==> src/rtl/apb_req_arbiter_if.sv <==
// Requester-side and APB-side signal bundle for apb_req_arbiter.
// The master modport is the arbiter's view; the slave modport is the environment's view.
interface apb_req_arbiter_if #(
    parameter int unsigned NUM_REQ    = 4,
    parameter int unsigned ADDR_WIDTH = 32,
    parameter int unsigned DATA_WIDTH = 32
) ();
    localparam int unsigned GidWidth = (NUM_REQ > 1) ? $clog2(NUM_REQ) : 1;

    logic [NUM_REQ-1:0]            req_valid;
    logic [NUM_REQ-1:0]            req_write;
    logic [NUM_REQ*ADDR_WIDTH-1:0] req_addr;
    logic [NUM_REQ*DATA_WIDTH-1:0] req_wdata;
    logic [NUM_REQ-1:0]            req_ready;
    logic [NUM_REQ-1:0]            rsp_valid;
    logic [DATA_WIDTH-1:0]         rsp_rdata;
    logic                          rsp_err;

    logic                          m_transfer;
    logic                          m_write;
    logic [ADDR_WIDTH-1:0]         m_write_paddr;
    logic [ADDR_WIDTH-1:0]         m_read_paddr;
    logic [DATA_WIDTH-1:0]         m_write_data;

    logic                          bus_psel;
    logic                          bus_penable;
    logic                          bus_pready;
    logic                          bus_pslverr;
    logic [DATA_WIDTH-1:0]         bus_prdata;

    logic                          timeout_flag;
    logic [GidWidth-1:0]           grant_id;

    modport master (
        input  req_valid, req_write, req_addr, req_wdata,
        input  bus_psel, bus_penable, bus_pready, bus_pslverr, bus_prdata,
        output req_ready, rsp_valid, rsp_rdata, rsp_err,
        output m_transfer, m_write, m_write_paddr, m_read_paddr, m_write_data,
        output timeout_flag, grant_id
    );

    modport slave (
        output req_valid, req_write, req_addr, req_wdata,
        output bus_psel, bus_penable, bus_pready, bus_pslverr, bus_prdata,
        input  req_ready, rsp_valid, rsp_rdata, rsp_err,
        input  m_transfer, m_write, m_write_paddr, m_read_paddr, m_write_data,
        input  timeout_flag, grant_id
    );
endinterface

==> src/rtl/apb_req_arbiter.sv <==
// Round-robin arbiter sharing one APB master between NUM_REQ requesters.
// One request is in flight at a time; completion is observed on the monitored APB bus.
module apb_req_arbiter #(
    parameter int unsigned NUM_REQ    = 4,
    parameter int unsigned ADDR_WIDTH = 32,
    parameter int unsigned DATA_WIDTH = 32,
    parameter int unsigned TIMEOUT    = 64
) (
    input logic                Pclk,
    input logic                Preset,
    apb_req_arbiter_if.master  arb_if
);
    localparam int unsigned GidWidth = (NUM_REQ > 1) ? $clog2(NUM_REQ) : 1;
    localparam int unsigned CntWidth = (TIMEOUT > 0) ? $clog2(TIMEOUT + 1) : 1;
    localparam logic [CntWidth-1:0] TimeoutVal = CntWidth'(TIMEOUT);
    localparam logic [GidWidth-1:0] LastId     = GidWidth'(NUM_REQ - 1);

    typedef enum logic [1:0] {StIdle, StIssue, StWait, StResp} state_e;

    state_e                  state_q, state_d;
    logic [GidWidth-1:0]     rr_ptr_q, rr_ptr_d;
    logic [GidWidth-1:0]     grant_q, grant_d;
    logic                    write_q, write_d;
    logic [ADDR_WIDTH-1:0]   addr_q, addr_d;
    logic [DATA_WIDTH-1:0]   wdata_q, wdata_d;
    logic [DATA_WIDTH-1:0]   rdata_q, rdata_d;
    logic                    err_q, err_d;
    logic [CntWidth-1:0]     cnt_q, cnt_d;
    logic                    tflag_q, tflag_d;
    logic                    xfer_q, xfer_d;
    logic [NUM_REQ-1:0]      rsp_valid_q, rsp_valid_d;
    logic [NUM_REQ-1:0]      req_ready;

    logic                    win_found;
    logic [GidWidth-1:0]     win_id;
    logic [GidWidth-1:0]     cand;
    logic                    complete;

    assign complete = arb_if.bus_psel & arb_if.bus_penable & arb_if.bus_pready;

    // Winner: first pending requester at or above rr_ptr, wrapping around.
    always_comb begin
        win_found = 1'b0;
        win_id    = '0;
        cand      = '0;
        for (int unsigned k = 0; k < NUM_REQ; k++) begin
            cand = GidWidth'((32'(rr_ptr_q) + k) % NUM_REQ);
            if (!win_found && arb_if.req_valid[cand]) begin
                win_found = 1'b1;
                win_id    = cand;
            end
        end
    end

    // Next-state, request latching, watchdog and response capture.
    always_comb begin
        state_d     = state_q;
        rr_ptr_d    = rr_ptr_q;
        grant_d     = grant_q;
        write_d     = write_q;
        addr_d      = addr_q;
        wdata_d     = wdata_q;
        rdata_d     = rdata_q;
        err_d       = err_q;
        cnt_d       = '0;
        tflag_d     = tflag_q;
        req_ready   = '0;
        rsp_valid_d = '0;
        unique case (state_q)
            StIdle: begin
                if (win_found) begin
                    req_ready[win_id] = 1'b1;
                    grant_d = win_id;
                    write_d = arb_if.req_write[win_id];
                    addr_d  = arb_if.req_addr[32'(win_id)*ADDR_WIDTH +: ADDR_WIDTH];
                    wdata_d = arb_if.req_wdata[32'(win_id)*DATA_WIDTH +: DATA_WIDTH];
                    state_d = StIssue;
                end
            end
            StIssue: state_d = StWait;
            StWait: begin
                // Watchdog only flags; an APB transfer in progress cannot be abandoned.
                cnt_d = (cnt_q != TimeoutVal) ? cnt_q + 1'b1 : cnt_q;
                if (TIMEOUT != 0 && cnt_q == TimeoutVal - 1'b1) begin
                    tflag_d = 1'b1;
                end
                if (complete) begin
                    if (!write_q) begin
                        rdata_d = arb_if.bus_prdata;
                    end
                    err_d   = arb_if.bus_pslverr;
                    cnt_d   = '0;
                    state_d = StResp;
                end
            end
            StResp: begin
                rr_ptr_d = (grant_q == LastId) ? '0 : grant_q + 1'b1;
                state_d  = StIdle;
            end
            default: state_d = StIdle;
        endcase
        if (state_d == StResp) begin
            rsp_valid_d[grant_q] = 1'b1;
        end
    end

    assign xfer_d = (state_d == StIssue);

    // State and registered outputs; synchronous active-high reset.
    always_ff @(posedge Pclk) begin
        if (Preset) begin
            state_q     <= StIdle;
            rr_ptr_q    <= '0;
            grant_q     <= '0;
            write_q     <= 1'b0;
            addr_q      <= '0;
            wdata_q     <= '0;
            rdata_q     <= '0;
            err_q       <= 1'b0;
            cnt_q       <= '0;
            tflag_q     <= 1'b0;
            xfer_q      <= 1'b0;
            rsp_valid_q <= '0;
        end else begin
            state_q     <= state_d;
            rr_ptr_q    <= rr_ptr_d;
            grant_q     <= grant_d;
            write_q     <= write_d;
            addr_q      <= addr_d;
            wdata_q     <= wdata_d;
            rdata_q     <= rdata_d;
            err_q       <= err_d;
            cnt_q       <= cnt_d;
            tflag_q     <= tflag_d;
            xfer_q      <= xfer_d;
            rsp_valid_q <= rsp_valid_d;
        end
    end

    assign arb_if.req_ready     = req_ready;
    assign arb_if.rsp_valid     = rsp_valid_q;
    assign arb_if.rsp_rdata     = rdata_q;
    assign arb_if.rsp_err       = err_q;
    assign arb_if.m_transfer    = xfer_q;
    assign arb_if.m_write       = write_q;
    assign arb_if.m_write_paddr = addr_q;
    assign arb_if.m_read_paddr  = addr_q;
    assign arb_if.m_write_data  = wdata_q;
    assign arb_if.timeout_flag  = tflag_q;
    assign arb_if.grant_id      = grant_q;
endmodule

==> src/flat_wrapper.sv <==
// flat-port wrapper written by rule: the top's interface ports become plain ports
module apb_req_arbiter_flat 
#(
    parameter int unsigned NUM_REQ    = 4,
    parameter int unsigned ADDR_WIDTH = 32,
    parameter int unsigned DATA_WIDTH = 32,
    parameter int unsigned TIMEOUT    = 64
)
  (Pclk, Preset, arb_if_req_valid, arb_if_req_write, arb_if_req_addr, arb_if_req_wdata, arb_if_bus_psel, arb_if_bus_penable, arb_if_bus_pready, arb_if_bus_pslverr, arb_if_bus_prdata, arb_if_req_ready, arb_if_rsp_valid, arb_if_rsp_rdata, arb_if_rsp_err, arb_if_m_transfer, arb_if_m_write, arb_if_m_write_paddr, arb_if_m_read_paddr, arb_if_m_write_data, arb_if_timeout_flag, arb_if_grant_id);
  apb_req_arbiter_if #(.NUM_REQ(NUM_REQ), .ADDR_WIDTH(ADDR_WIDTH), .DATA_WIDTH(DATA_WIDTH)) arb_if_i ();
  input logic Pclk;
  input logic Preset;
  input wire logic [$bits(arb_if_i.req_valid)-1:0] arb_if_req_valid;
  input wire logic [$bits(arb_if_i.req_write)-1:0] arb_if_req_write;
  input wire logic [$bits(arb_if_i.req_addr)-1:0] arb_if_req_addr;
  input wire logic [$bits(arb_if_i.req_wdata)-1:0] arb_if_req_wdata;
  input wire logic [$bits(arb_if_i.bus_psel)-1:0] arb_if_bus_psel;
  input wire logic [$bits(arb_if_i.bus_penable)-1:0] arb_if_bus_penable;
  input wire logic [$bits(arb_if_i.bus_pready)-1:0] arb_if_bus_pready;
  input wire logic [$bits(arb_if_i.bus_pslverr)-1:0] arb_if_bus_pslverr;
  input wire logic [$bits(arb_if_i.bus_prdata)-1:0] arb_if_bus_prdata;
  output wire logic [$bits(arb_if_i.req_ready)-1:0] arb_if_req_ready;
  output wire logic [$bits(arb_if_i.rsp_valid)-1:0] arb_if_rsp_valid;
  output wire logic [$bits(arb_if_i.rsp_rdata)-1:0] arb_if_rsp_rdata;
  output wire logic [$bits(arb_if_i.rsp_err)-1:0] arb_if_rsp_err;
  output wire logic [$bits(arb_if_i.m_transfer)-1:0] arb_if_m_transfer;
  output wire logic [$bits(arb_if_i.m_write)-1:0] arb_if_m_write;
  output wire logic [$bits(arb_if_i.m_write_paddr)-1:0] arb_if_m_write_paddr;
  output wire logic [$bits(arb_if_i.m_read_paddr)-1:0] arb_if_m_read_paddr;
  output wire logic [$bits(arb_if_i.m_write_data)-1:0] arb_if_m_write_data;
  output wire logic [$bits(arb_if_i.timeout_flag)-1:0] arb_if_timeout_flag;
  output wire logic [$bits(arb_if_i.grant_id)-1:0] arb_if_grant_id;
  assign arb_if_i.req_valid = arb_if_req_valid;
  assign arb_if_i.req_write = arb_if_req_write;
  assign arb_if_i.req_addr = arb_if_req_addr;
  assign arb_if_i.req_wdata = arb_if_req_wdata;
  assign arb_if_i.bus_psel = arb_if_bus_psel;
  assign arb_if_i.bus_penable = arb_if_bus_penable;
  assign arb_if_i.bus_pready = arb_if_bus_pready;
  assign arb_if_i.bus_pslverr = arb_if_bus_pslverr;
  assign arb_if_i.bus_prdata = arb_if_bus_prdata;
  assign arb_if_req_ready = arb_if_i.req_ready;
  assign arb_if_rsp_valid = arb_if_i.rsp_valid;
  assign arb_if_rsp_rdata = arb_if_i.rsp_rdata;
  assign arb_if_rsp_err = arb_if_i.rsp_err;
  assign arb_if_m_transfer = arb_if_i.m_transfer;
  assign arb_if_m_write = arb_if_i.m_write;
  assign arb_if_m_write_paddr = arb_if_i.m_write_paddr;
  assign arb_if_m_read_paddr = arb_if_i.m_read_paddr;
  assign arb_if_m_write_data = arb_if_i.m_write_data;
  assign arb_if_timeout_flag = arb_if_i.timeout_flag;
  assign arb_if_grant_id = arb_if_i.grant_id;
  apb_req_arbiter #(.NUM_REQ(NUM_REQ), .ADDR_WIDTH(ADDR_WIDTH), .DATA_WIDTH(DATA_WIDTH), .TIMEOUT(TIMEOUT)) u_core (.Pclk(Pclk), .Preset(Preset), .arb_if(arb_if_i));
endmodule
==> config.mk <==
export PLATFORM = sky130hd
export DESIGN_NAME = apb_req_arbiter_flat
export DESIGN_NICKNAME = d
export VERILOG_FILES = /design/src/rtl/apb_req_arbiter_if.sv /design/src/rtl/apb_req_arbiter.sv /design/src/flat_wrapper.sv
export SDC_FILE = /design/constraint.sdc
export NUM_CORES = 1
export LEC_CHECK = 0
export ABC_AREA = 1
export CORE_AREA = 4 4 172 174
export CTS_BUF_LIST = sky130_fd_sc_hd__clkbuf_4 sky130_fd_sc_hd__clkbuf_8
export DETAILED_ROUTE_END_ITERATION = 8
export DIE_AREA = 0 0 176 178
export GPL_TIMING_DRIVEN = 0
export RECOVER_POWER = 100
export SYNTH_ARGS = -nofsm -noshare
export SYNTH_HDL_FRONTEND = slang
export SYNTH_SLANG_ARGS = --single-unit
==> constraint.sdc <==
create_clock -name Pclk -period 3.2 [get_ports Pclk]
set_input_delay 0.8 -clock Pclk [delete_from_list [all_inputs] [get_ports Pclk]]
set_output_delay 0.8 -clock Pclk [all_outputs]
set_load 0.05 [all_outputs]
==> metrics list <==
- CTS placed an instance of clkbuf_8 at the clock tree root.
* Max VDD drop: slightly below 0.0004 V
- The die covers about 31000 um2.
- Net count after synthesis: about 1600
- Unrepaired setup endpoints after global routing: no
* Chip height: 178 um
* Antenna Nets Post-Route: 0
- Number of buffers inserted during clock tree synthesis: 17
* Count of different cell masters after synthesis: 29
- The die is around 180 um wide.
- The worst hold path belongs to the class reg2reg.
- Fraction of power consumed by the clock network: a little under an eighth
- TritonCTS built the clock tree.
- Across all layers, the routed design uses approximately 9600 vias.
- Number of placed I/O pins: 444
* Core area: between 20000 and 30000 um2
* Flip-flop and latch count after synthesis: 117
- Placement Cell Area: 12500 um2
* Commonest cells after routing, fill and taps aside: clkdlybuf4s50_1, nor2_1, inv_1
- 1st-iter DRT viols: roughly 500
- After layout, the design draws a total of about 12 mW.
- In this run the tool buffered the top-level ports with 442 buffer cells.
* Post-detailed-route wirelength per cell: about 17 um
* Required arrival time at the worst endpoint: roughly 2.4 ns
- Final slew viol count: 0
- Top-area cell type share of the netlist area: between 30% and 40%
* Clock Pin Slew Worst Setup and Hold Paths: 0.08 ns
* P per Cell Area: around 900 nW/um2
- For this block, the routed nets add up to between 30000 and 40000 um of wire.
- Before antenna repair, the detailed router went through 5 iterations.
- The H-tree was split into 4 levels.
* Warnings from Yosys: 0
- Once the floorplan was initialized, standard cells occupied 27.2% of the core.
* Placer's final routability congestion estimate: 0.855
- Leaving out fill and tap cells, the most frequent cell in the layout is clkdlybuf4s50_1.
* Element type at the critical path end: output port
* Net total in the final layout: 2072
- Sorting the synthesized cells by area gives the leading types as dfxtp_1, nor2_1, inv_1.
- Via density per instance: approximately 4.4
- Cell family with most CP delay: simple AND/OR/NAND/NOR gates
* Final worst-path cycle share: a little over nine tenths
- Post-route cell area: between 10000 and 15000 um2
- Shortest period the worst path allows: 3.11 ns
* Hold path start: u_core.cnt_q[3]
* Beginning of the worst register-to-register path: u_core.rr_ptr_q[0]
- Proportion of layout cells with a drive suffix above 1: under 10%
- Cell internal power was estimated by the tool at 5.13 mW.
- For the worst setup path, the data arrival time is ~2.3 ns.
- Post-cts hold buffer count: 0
- Share of power burned in registers: a little under a fifth
- The largest total area in the synthesized netlist belongs to dfxtp_1.
- FF-to-FF setup slack: about 0.3 ns
- Total standard cell area after synthesis: ~7600 um2
- Of all nets on the critical path, the largest fanout is 3.
- The critical path goes through dlygate4sd2_1 -> inv_1 -> nand2_1 -> nand2_1 -> nand2_1 -> nand2_1 -> nand2_2 -> nand2_2 -> nand2_4 -> clkbuf_16 -> nand2_8 -> nand2_4 -> nor2_2 -> buf_4.
- Switching power as a share of total power: 56.4%
- Largest net degree at the start of global routing: 20
* Slowest stage delay, CP: roughly 0.25 ns
- Number of placement rows: 61
- Max-cap check violation count: 0
* Highest attainable clock frequency: roughly 320 MHz
* Half-perimeter wire length after detailed placement: slightly below 30000 um
* Syn avg cell area: between 5 and 6 um2
* Crit-path slowest cell: dlygate4sd2_1
- Number of buffers on the longest clock path: 2
- Fraction of the yosys area taken by sequential cells: approximately 31%
- The first global-routing pass estimated 53800 um of wire.
- The tree built by TritonCTS fans out to between 100 and 150 sinks.
* Clock insertion delay at the later pin of the skew report: about 0.46 ns
- The multi-input combinational cells in the finished layout cover a total of between 3000 and 4000 um2.
- CP bufs+invs: 4
- For this run, design rule violations remaining after detail routing come to 0.
* Most numerous cell on the critical path: nand2_1
* Filler cells: 2928
* Crit Path Class: in2out
- Number of failing hold endpoints at the final stage: 0
- The via count of the first global-routing pass was 9528.
- Storage cell area: ~2300 um2
- Combinational logic burns 70.1% of the power.
- Area growth syn-to-layout: 72.9%
- Static Leakage: 6.64 nW
* Total GRT Usage: approximately 22%
* Actual transition at the worst max-transition pin: ~0.67 ns
- # setup viols final: 0
- Launching instance or port of the critical path: arb_if_req_valid[3]
- Relative slew slack: about 55%
- Net Switching: 6.62 mW
- Run status: finished, final reports clean
- The number of antenna violations at the first check in global routing came to 3.
* Total grt overflow: 0
- Synthesized netlist cell count: approximately 1300
- The worst setup path is launched from a primary input.
- The clock arrives with between 0.02 and 0.025 ns of skew.
==> layer usage <==
metal	part of all wire (%)	global-route usage, %
met5	0	0
met3	7.6	5.66
met4	2.6	7.60
met1	40	25.7
met2	50	39.6
==> synthesized netlist by cell type <==
cell      instances
o21ai_0         126
nand4_1          53
nand2_1         200
buf_4            37
clkinv_1          1
nand3_1          89
buf_1             6
a211oi_1          1
xnor2_1           2
buf_2            27
clkbuf_1         37
nand2_2           3
inv_1           239
a31oi_1           1
nand3_2           1
buf_6             2
a21oi_1           9
nor2_4            1
o21a_1            1
nor2_1          294
inv_4             1
o211a_1           1
ha_1              9
clkbuf_2          1
nand3_4           2
nor3_1            4
inv_2             3
o21ai_1          28
dfxtp_1         117
==> kinds of logic after synthesis <==
kind of cell	synth area share (%)
xor+xnor	0.232
compound gates	11.2
simple gates	36.0
fa+ha+maj	1.49
flops	31.0
buf+inv	20.1
==> through the flow <==
| step | utilization (%) | instances | worst slack [ns] | hold WS [ns] | TNS [ns] |
|---|---|---|---|---|---|
| after CTS | 47.2 | 2152 | 0.170 | 0.487 | 0 |
| after detailed placement | 44.9 | 2116 | -1.30 | 0.475 | -6.27 |
| final | 47.1 | 2155 | 0.0941 | 0.483 | 0 |
| after global placement | 44.9 | 2116 | -1.29 | 0.458 | -6.12 |
| after floorplan | - | 1296 | -0.0922 | 0.452 | -0.355 |
| after global routing | 47.1 | 2155 | 0.00993 | 0.517 | 0 |
==> registers in the layout (all words and copies together) (netlist names) <==
signal                      cells
u_core.arb_if.m_read_paddr     32
u_core.arb_if.m_write_data     32
u_core.arb_if.rsp_rdata        32
u_core.cnt_q                    7
u_core.arb_if.rsp_valid         4
u_core.arb_if.grant_id          2
u_core.rr_ptr_q                 2
u_core.state_q                  2
u_core.arb_if.m_transfer        1
u_core.arb_if.m_write           1
u_core.arb_if.rsp_err           1
u_core.arb_if.timeout_flag      1
==> layout make-up <==
cell class | count | share of cell area, %
repair buffers | 449 | 34.2
multi-input cells | 825 | 29.4
flip-flops and latches | 117 | 17.9
inverters | 244 | 7.10
plain buffers | 107 | 4.86
well taps | 378 | 3.61
clock buffers | 17 | 1.79
clock inverters | 15 | 1.17
diodes | 3 | 0.0574
==> what timing repair did <==
action / 4_1_cts / 5_1_grt
gates resized for setup: 85 / 1
endpoints found under the setup margin: 4 / 1
setup buffers: 7 / 0
gates cloned: 0 / 0
pin swaps: 11 / 0
==> tightest hold or removal path, stage by stage (launching register included) <==
cell	delay (ns)
dfxtp_1	0.33
nand2_1	0.06
a21oi_1	0.05
==> power groups by stage <==
stage               Combinational [mW]  Sequential (mW)  Clock, mW
finish                            8.24             2.15       1.37
global route                      8.98             2.20       1.47
CTS                               8.53             2.17       1.42
detailed placement                8.16             2.20          0
global placement                  8.11             2.19          0
floorplan                         4.13             3.34          0
==> final timing paths <==
| kind | end | depth (start not counted) |
|---|---|---|
| worst max-delay path | arb_if_req_ready[0] | 14 |
| worst min-delay path | u_core.cnt_q[3] | 2 |
| worst max register to register | u_core.arb_if.m_write_data[6] | 17 |
| worst min register to register | u_core.cnt_q[3] | 2 |
Note: power is estimated with default switching activity, not from simulation.
